File: src/rtl/cla_nibble_sequencer_if.sv
// Handshake/bus bundle for cla_nibble_sequencer: request side (start/operands)
// and response side (busy/done/result).
interface cla_nibble_sequencer_if #(
  parameter int unsigned NIBBLES = 4
);
  localparam int unsigned W = 4 * NIBBLES;

  logic         start;
  logic [W-1:0] a;
  logic [W-1:0] b;
  logic         cin;
  logic         busy;
  logic         done;
  logic [W-1:0] sum;
  logic         cout;

  modport master (output start, a, b, cin, input  busy, done, sum, cout);
  modport slave  (input  start, a, b, cin, output busy, done, sum, cout);
endinterface

File: src/rtl/cla_nibble_sequencer.sv
// Multi-cycle W-bit adder: streams one nibble per cycle, LSB first, through a
// single 4-bit carry-lookahead adder, rippling the carry through a register.

module cla (
  input  logic [3:0] a,
  input  logic [3:0] b,
  input  logic       cin,
  output logic [3:0] sum,
  output logic       cout
);
  logic [3:0] g;
  logic [3:0] p;
  logic [4:0] c;

  assign g = a & b;
  assign p = a ^ b;

  assign c[0] = cin;
  assign c[1] = g[0] | (p[0] & c[0]);
  assign c[2] = g[1] | (p[1] & g[0]) | (p[1] & p[0] & c[0]);
  assign c[3] = g[2] | (p[2] & g[1]) | (p[2] & p[1] & g[0]) | (p[2] & p[1] & p[0] & c[0]);
  assign c[4] = g[3] | (p[3] & g[2]) | (p[3] & p[2] & g[1]) | (p[3] & p[2] & p[1] & g[0])
              | (p[3] & p[2] & p[1] & p[0] & c[0]);

  assign sum  = p ^ c[3:0];
  assign cout = c[4];
endmodule

module cla_nibble_sequencer #(
  parameter int unsigned NIBBLES = 4
) (
  input  logic                   clk,
  input  logic                   rst,
  cla_nibble_sequencer_if.slave  bus
);
  localparam int unsigned IDX_W = (NIBBLES > 1) ? $clog2(NIBBLES) : 1;

  typedef enum logic [1:0] {
    IDLE = 2'd0,
    RUN  = 2'd1,
    DONE = 2'd2
  } state_e;

  state_e                    state_q, state_n;
  logic [NIBBLES-1:0][3:0]   a_q, a_n;
  logic [NIBBLES-1:0][3:0]   b_q, b_n;
  logic [NIBBLES-1:0][3:0]   sum_q, sum_n;
  logic [IDX_W-1:0]          idx_q, idx_n;
  logic                      carry_q, carry_n;
  logic                      cout_q, cout_n;

  logic [3:0]                nib_a, nib_b, cla_sum;
  logic                      cla_cout;

  // Select the operand nibbles addressed by the current index.
  always_comb begin
    nib_a = 4'h0;
    nib_b = 4'h0;
    for (int unsigned i = 0; i < NIBBLES; i++) begin
      if (idx_q == IDX_W'(i)) begin
        nib_a = a_q[i];
        nib_b = b_q[i];
      end
    end
  end

  cla u_cla (
    .a    (nib_a),
    .b    (nib_b),
    .cin  (carry_q),
    .sum  (cla_sum),
    .cout (cla_cout)
  );

  // Next-state and datapath update.
  always_comb begin
    state_n = state_q;
    a_n     = a_q;
    b_n     = b_q;
    sum_n   = sum_q;
    idx_n   = idx_q;
    carry_n = carry_q;
    cout_n  = cout_q;

    case (state_q)
      IDLE, DONE: begin
        if (bus.start) begin
          a_n     = bus.a;
          b_n     = bus.b;
          carry_n = bus.cin;
          idx_n   = '0;
          sum_n   = '0;
          cout_n  = 1'b0;
          state_n = RUN;
        end else begin
          state_n = IDLE;
        end
      end
      RUN: begin
        for (int unsigned i = 0; i < NIBBLES; i++) begin
          if (idx_q == IDX_W'(i)) sum_n[i] = cla_sum;
        end
        carry_n = cla_cout;
        if (idx_q == IDX_W'(NIBBLES - 1)) begin
          cout_n  = cla_cout;
          state_n = DONE;
        end else begin
          idx_n = idx_q + IDX_W'(1);
        end
      end
      default: state_n = IDLE;
    endcase
  end

  always_ff @(posedge clk or posedge rst) begin
    if (rst) begin
      state_q <= IDLE;
      a_q     <= '0;
      b_q     <= '0;
      sum_q   <= '0;
      idx_q   <= '0;
      carry_q <= 1'b0;
      cout_q  <= 1'b0;
    end else begin
      state_q <= state_n;
      a_q     <= a_n;
      b_q     <= b_n;
      sum_q   <= sum_n;
      idx_q   <= idx_n;
      carry_q <= carry_n;
      cout_q  <= cout_n;
    end
  end

  assign bus.busy = (state_q == RUN);
  assign bus.done = (state_q == DONE);
  assign bus.sum  = sum_q;
  assign bus.cout = cout_q;
endmodule
File: src/flat_wrapper.sv
// flat-port wrapper written by rule: the top's interface ports become plain ports
module cla_nibble_sequencer_flat 
#(
  parameter int unsigned NIBBLES = 4
)
  (clk, rst, bus_start, bus_a, bus_b, bus_cin, bus_busy, bus_done, bus_sum, bus_cout);
  cla_nibble_sequencer_if #(.NIBBLES(NIBBLES)) bus_i ();
  input  logic clk;
  input  logic rst;
  input wire logic [$bits(bus_i.start)-1:0] bus_start;
  input wire logic [$bits(bus_i.a)-1:0] bus_a;
  input wire logic [$bits(bus_i.b)-1:0] bus_b;
  input wire logic [$bits(bus_i.cin)-1:0] bus_cin;
  output wire logic [$bits(bus_i.busy)-1:0] bus_busy;
  output wire logic [$bits(bus_i.done)-1:0] bus_done;
  output wire logic [$bits(bus_i.sum)-1:0] bus_sum;
  output wire logic [$bits(bus_i.cout)-1:0] bus_cout;
  assign bus_i.start = bus_start;
  assign bus_i.a = bus_a;
  assign bus_i.b = bus_b;
  assign bus_i.cin = bus_cin;
  assign bus_busy = bus_i.busy;
  assign bus_done = bus_i.done;
  assign bus_sum = bus_i.sum;
  assign bus_cout = bus_i.cout;
  cla_nibble_sequencer #(.NIBBLES(NIBBLES)) u_core (.clk(clk), .rst(rst), .bus(bus_i));
endmodule
File: config.mk
export PLATFORM = sky130hd
export DESIGN_NAME = cla_nibble_sequencer_flat
export DESIGN_NICKNAME = d
export VERILOG_FILES = /design/src/rtl/cla_nibble_sequencer_if.sv /design/src/rtl/cla_nibble_sequencer.sv /design/src/flat_wrapper.sv
export SDC_FILE = /design/constraint.sdc
export NUM_CORES = 1
export LEC_CHECK = 0
export ABC_AREA = 1
export BUFFER_PORTS_ARGS = -buffer_cell sky130_fd_sc_hd__buf_4
export CORE_AREA = 2 2 83 85
export DETAILED_ROUTE_END_ITERATION = 12
export DIE_AREA = 0 0 85 87
export GPL_TIMING_DRIVEN = 0
export SETUP_SLACK_MARGIN = 0.2
export SLEW_MARGIN = 20
export SYNTH_ARGS = -nofsm -noshare
export SYNTH_HDL_FRONTEND = slang
export SYNTH_HIERARCHICAL = 1
export SYNTH_SLANG_ARGS = --single-unit
File: constraint.sdc
create_clock -name clk -period 2.5 [get_ports clk]
set_input_delay 0.25 -clock clk [delete_from_list [all_inputs] [get_ports clk]]
set_output_delay 0.25 -clock clk [all_outputs]
set_load 0.02 [all_outputs]
==> impl_metrics.ini, run 1 <==
[sta]
skew_ns = 0.00426
relSlewSlack_pct = 55.9
rsz0062_at_grt = true
fmaxAchievable_mhz = 446
setup_viol_count_final = 0
hold_viol_final = 0
holdWs_ns = 0.0476
final-max-slew-violation-count = 0
fin_crit_ns = 2.24
post-route-period-util_pct = 89.7
worst_pin_slew_ns = 0.662

[pwr]
ir_worst_vdd_uv = 758
p_int_w = 0.00290
p_leak_nw = 1.95
p_switching_w = 0.00253
pwr_density_cell_nw_per_um2 = 1550
seq_power_share_pct = 28.6
power_frac_comb_pct = 62.8
clock_power_share_pct = 8.6
swShare_pct = 46.6

[drt]
wl_um = 6460
ant_nets = 0
drtIter0Drc = 106
vias_per_cell = 4.72
vias = 2367
drt_pre_antenna_iters = 4
drc_errors = 0
drt-wirelength-per-cell_um = 12.9

[global_route]
grt_pass1_wl_um = 9990
grt_overflow = 0
antenna_found_initial = 0
grt_pass1_vias = 2120
grtUsageTotal_pct = 17.0
grt_max_degree = 55

[clock_network]
clk_pin_slew_ns = 0.09
cts-root-buf = clkbuf_8
clock-sinks = 54
cts_max_path_buffers = 2
clk_latency_ns = 0.31
cts_buffers = 5
cts_tree = done
htreeDepth = 2
ctsHoldBuffers = 0

[cells_and_area]
drive_gt1_share_pct = 28.0
diodes = 0
utilization_pct = 53.4
area_growth_pct = 32.4
nets = 467

[floorplanning]
die_h_um = 87
initial_utilization_pct = 40.4
rows = 30
die-area_um2 = 7400
ios = 55
fp.coreArea_um2 = 6570
die_w_um = 85

[placement]
gp_congestion = 0.946
port_buffers = 54
dp_hpwl_um = 4360

[worst_hold_path]
hp-class = input pin to async pin

[synth]
yosysMostFrequentCell = nand2_1
synth_area_leaders = dfrtp_1, nand2_1, nand3_1, ha_1, inv_1
synth_cells = 354
synth-seq-area-share_pct = 51.0
synth_nets = 399
yosys_warnings = 6
synth_common_cells = nand2_1, dfrtp_1, nand3_1, inv_1, nor2_1
synth_top_area_cell = dfrtp_1
yosysTopAreaCellShare_pct = 51.0
ys_ff_latch = 54
synth_edf_count = 0
synthArstFlopShare_pct = 100
synth_area_per_cell_um2 = 7.49
synthFlopType = dfrtp_1
ys_types = 19
netlist_area_um2 = 2650

[setup_path]
end_kind = flip-flop
path_class = flip-flop to flip-flop
worstPathMaxFanout = 4
arrival_ns = 2.50
cp-start-kind = flip-flop
crit_required_ns = 2.75

[run_status]
status = completed

[job]
maxCapViolCount = 0
-- placed cells by master (no fill, tap or decap) --
master,synthesis,layout
inv_8,0,1
inv_4,0,2
buf_8,0,3
inv_1,20,15
clkbuf_8,0,5
a21oi_2,0,4
nand3_1,23,22
clkinv_2,0,2
clkbuf_16,0,1
nor2_1,18,14
dfrtp_1,54,53
ha_1,8,2
fa_2,0,1
nor2_4,1,4
or2_0,1,1
buf_2,8,6
dfrtp_2,0,1
nand4_1,3,3
xnor2_1,1,1
ha_4,0,6
nand2_2,2,11
inv_2,4,6
nand3_2,0,1
o21ai_0,2,2
a21oi_1,11,7
buf_6,0,2
buf_4,1,60
nor2_2,0,1
clkbuf_4,0,1
nand2_1,193,184
-- registers in the layout, indices dropped and copies added (netlist names) --
signal / flops
u_core/idx_q: 2
u_core/carry_q: 1
u_core/bus.cout: 1
u_core/state_q: 2
u_core/b_q: 16
u_core/bus.sum: 16
u_core/a_q: 16
-- metrics by stage --
step	worst slack, ns	std cells	power [W]	setup TNS, ns	instance area (µm²)
4_1_cts	0.206	495	0.00500	0	3330
2_1_floorplan	0.295	354	0.00346	0	2650
5_1_grt	0.119	502	0.00591	0	3510
3_3_place_gp	-0.113	488	0.00419	-0.627	3160
3_5_place_dp	-0.110	488	0.00423	-0.850	3160
6_report	0.258	502	0.00543	0	3510
-- per-layer routing --
layer	vias up	track usage [%]	wire [µm]
met1	1073	22.9	2910
met4	0	5.63	127
met5	-	0	0
li1	1216	-	-
met2	66	27.5	3060
met3	12	3.79	366
-- logic make-up (layout without fill, tap and decap cells) --
family,after synthesis,count (layout),synth area share (%)
AOI/OAI and AO/OA,13,13,2.45
xor gates and xnor gates,1,1,0.330
adders and majority gates,9,9,4.53
buffers and inverters,36,104,5.66
DFF,54,54,51.0
and+or+nand+nor,241,241,36.1
-- worst paths after layout --
check | start | endpoint | slack, ns | cells past startpoint
max in group asynchronous | rst | u_core/idx_q[0] | 1.99 | 2
hold reg to reg | u_core/bus.sum[2] | u_core/bus.sum[2] | 0.48 | 2
setup / recovery | u_core/idx_q[1] | u_core/bus.sum[7] | 0.26 | 18
hold / removal | rst | u_core/idx_q[1] | 0.05 | 2
min in group clk | bus_b[0] | u_core/b_q[0] | 0.13 | 3
setup reg to reg | u_core/idx_q[1] | u_core/bus.sum[7] | 0.26 | 18
-- worst max-delay path: stages, from the launching register on --
cell	delay (ns)
dfrtp_1	0.43
inv_2	0.09
ha_4	0.18
buf_4	0.16
a21oi_2	0.12
nand2_1	0.06
nand2_1	0.08
nand2_2	0.07
ha_4	0.29
nand2_2	0.08
nand2_2	0.07
nand2_2	0.06
nand2_1	0.06
nand2_1	0.05
nand2_1	0.07
inv_2	0.04
nor2_4	0.14
nand2_1	0.07
nand2_1	0.06
-- cell type report --
cell class / instances / area [µm²]
Timing Repair Buffer: 61 / 479
Multi-Input combinational cell: 264 / 1290
Clock inverter: 2 / 10.0
Sequential cell: 54 / 1350
Buffer: 12 / 101
Fill cell: 647 / 3060
Inverter: 24 / 103
Clock buffer: 5 / 68.8
Tap cell: 80 / 100
-- power groups by stage --
| stage | sequential [W] | combinational [W] | clock (W) |
|---|---|---|---|
| 2_1_floorplan | 0.00164 | 0.00182 | 0 |
| 3_3_place_gp | 0.00154 | 0.00265 | 0 |
| 3_5_place_dp | 0.00155 | 0.00268 | 0 |
| 4_1_cts | 0.00153 | 0.00299 | 0.000481 |
| 5_1_grt | 0.00160 | 0.00379 | 0.000518 |
| 6_report | 0.00155 | 0.00341 | 0.000467 |
-- what timing repair did --
action | 4_1_cts | 5_1_grt
buffers inserted | 0 | 5
endpoints found under the setup margin | 18 | 18
endpoints found under the hold margin | 0 | 0
pin swaps | 2 | 12
gates cloned | 0 | 2
gates resized for setup | 23 | 37
No activity file was read; power rests on OpenSTA's default activity.
==> run 2: changes to the inputs <==
--- a/config.mk
+++ b/config.mk
@@ -6,7 +6,7 @@
 export NUM_CORES = 1
 export LEC_CHECK = 0
 export ABC_AREA = 1
-export BUFFER_PORTS_ARGS = -buffer_cell sky130_fd_sc_hd__buf_4
+export BUFFER_PORTS_ARGS = -buffer_cell sky130_fd_sc_hd__buf_2
 export CORE_AREA = 2 2 83 85
 export DETAILED_ROUTE_END_ITERATION = 12
 export DIE_AREA = 0 0 85 87
==> impl_metrics.ini, run 2 (synthesized netlist as in run 1, its figures left out) <==
[setup_path]
crit_required_ns = 2.75
path_class = flip-flop to flip-flop
worstPathMaxFanout = 9
reg2reg_depth = 14
path_delay_family = simple AND/OR/NAND/NOR gates
cp-start-kind = flip-flop
cp_cell_sequence = inv_2 -> ha_1 -> buf_8 -> nand3_1 -> nand2_1 -> nand2_1 -> nand2_2 -> inv_1 -> fa_2 -> xnor2_1 -> inv_1 -> nor2_4 -> nand2_1 -> nand2_1
r2r_slack_ns = 0.23
arrival_ns = 2.52
crit_path_frequent_cell = nand2_1
critical_path.slowest_cell = dfrtp_2
cp_slowest_stage_delay_ns = 0.47
end_kind = flip-flop
cp.depth = 14
cp_num_buf_inv = 4

[placement]
post-place-ws_ns = -0.163
dpl.cell_count = 488
gp_congestion = 0.944
port_buffers = 54
place_area_um2 = 3020
dp_hpwl_um = 4380

[drt]
wl_met1_um = 3000
drc_errors = 0
vias = 2347
dr_wl_met3_um = 274
drtIter0Drc = 88
wl_met2_um = 2970
vias_per_cell = 4.69
drt-wirelength-per-cell_um = 12.6
wl_um = 6300
top_layer_used = met4
ant_nets = 0
drt_pre_antenna_iters = 5

[global_route]
grt_max_degree = 55
grt_pass1_wl_um = 10300
grt_overflow = 0
antenna_found_initial = 0
grtUsageTotal_pct = 17.5
grt_pass1_vias = 2177

[job]
maxCapViolCount = 0

[cells_and_area]
diodes = 0
drive_gt1_share_pct = 26.7
nets = 464
final_common_cell = nand2_1
fin_cells = 500
final_cell_mix = nand2_1, buf_2, dfrtp_1
fin_area_um2 = 3350
area_growth_pct = 26.4

[floorplanning]
rows = 30
ios = 55
die_h_um = 87
die_w_um = 85
initial_utilization_pct = 40.4
die-area_um2 = 7400
fp.coreArea_um2 = 6570

[clock_network]
cts_buffers = 5
clk_pin_slew_ns = 0.09
cts_max_path_buffers = 2
htreeDepth = 2
clock-sinks = 54
cts-root-buf = clkbuf_8
cts_tree = done
clk_latency_ns = 0.31
ctsHoldBuffers = 0

[sta]
skew_ns = 0.00425
final-max-slew-violation-count = 0
setup_viol_count_final = 0
layout_setup_ws_ns = 0.234
rsz0062_at_grt = true
relSlewSlack_pct = 55.1
post-route-period-util_pct = 90.7
worst_pin_slew_ns = 0.674
fin_crit_ns = 2.27
hold_viol_final = 0
fmaxAchievable_mhz = 441

[pwr]
seq_power_share_pct = 29.0
pwr_density_cell_nw_per_um2 = 1590
power_frac_comb_pct = 60.1
swShare_pct = 46.4
p_leak_nw = 1.90
p_int_w = 0.00286
p_switching_w = 0.00247
clock_power_share_pct = 10.9
power.total_w = 0.00533
ir_worst_vdd_uv = 707

[worst_hold_path]
hp-class = input pin to async pin

[run_status]
status = completed
==> run 2: cell count changes in the layout (fill, tap and decap cells not counted), sizes merged <==
cell	previous run	this run
buf	71	66
clkbuf	7	11
clkinv	2	0
bufinv	0	1
==> run 2: repair_timing <==
action                                  4_1_cts  5_1_grt
setup buffers                                 0        3
endpoints found under the setup margin       18       18
cloned                                        0        1
gates resized for setup                      22       26
endpoints found under the hold margin         0        0
pin swaps                                     3       12
==> run 2: routing by layer <==
| layer | global-route usage (%) | up-vias |
|---|---|---|
| met1 | 24.6 | 1082 |
| met4 | 5.19 | 0 |
| met5 | 0 | - |
| li1 | - | 1215 |
| met2 | 27.8 | 44 |
| met3 | 3.03 | 6 |
==> run 2: final cells by class <==
class / count / area, µm²
Fill cell: 679 / 3220
Inverter: 24 / 100
Clock buffer: 7 / 76.3
Sequential cell: 54 / 1350
Multi-Input combinational cell: 264 / 1280
Buffer: 12 / 93.8
Tap cell: 80 / 100
Timing Repair Buffer: 58 / 318
Clock inverter: 1 / 30.0
==> run 2: power by group through the flow <==
stage / Clock [W] / Sequential, W / Combinational, W
2_1_floorplan: 0 / 0.00164 / 0.00182
3_3_place_gp: 0 / 0.00153 / 0.00256
3_5_place_dp: 0 / 0.00154 / 0.00261
4_1_cts: 0.000599 / 0.00152 / 0.00294
5_1_grt: 0.000635 / 0.00160 / 0.00359
6_report: 0.000580 / 0.00155 / 0.00320
==> run 2: per-stage QoR <==
step,hold WS [ns],utilization (%),setup TNS [ns]
3_5_place_dp,0.404,46.0,-0.970
2_1_floorplan,0.360,-,0
5_1_grt,0.100,51.0,0
3_3_place_gp,0.443,46.0,-0.672
6_report,0.0238,51.0,0
4_1_cts,0.0669,49.0,0
==> run 2: path summary, 6_finish.rpt <==
check | from | endpoint
setup / recovery | u_core/idx_q[0] | u_core/bus.sum[9]
hold / removal | rst | u_core/state_q[1]
setup reg to reg | u_core/idx_q[0] | u_core/bus.sum[9]
hold reg to reg | u_core/bus.sum[2] | u_core/bus.sum[2]
max in group asynchronous | rst | u_core/a_q[4]
min in group clk | bus_a[9] | u_core/a_q[9]
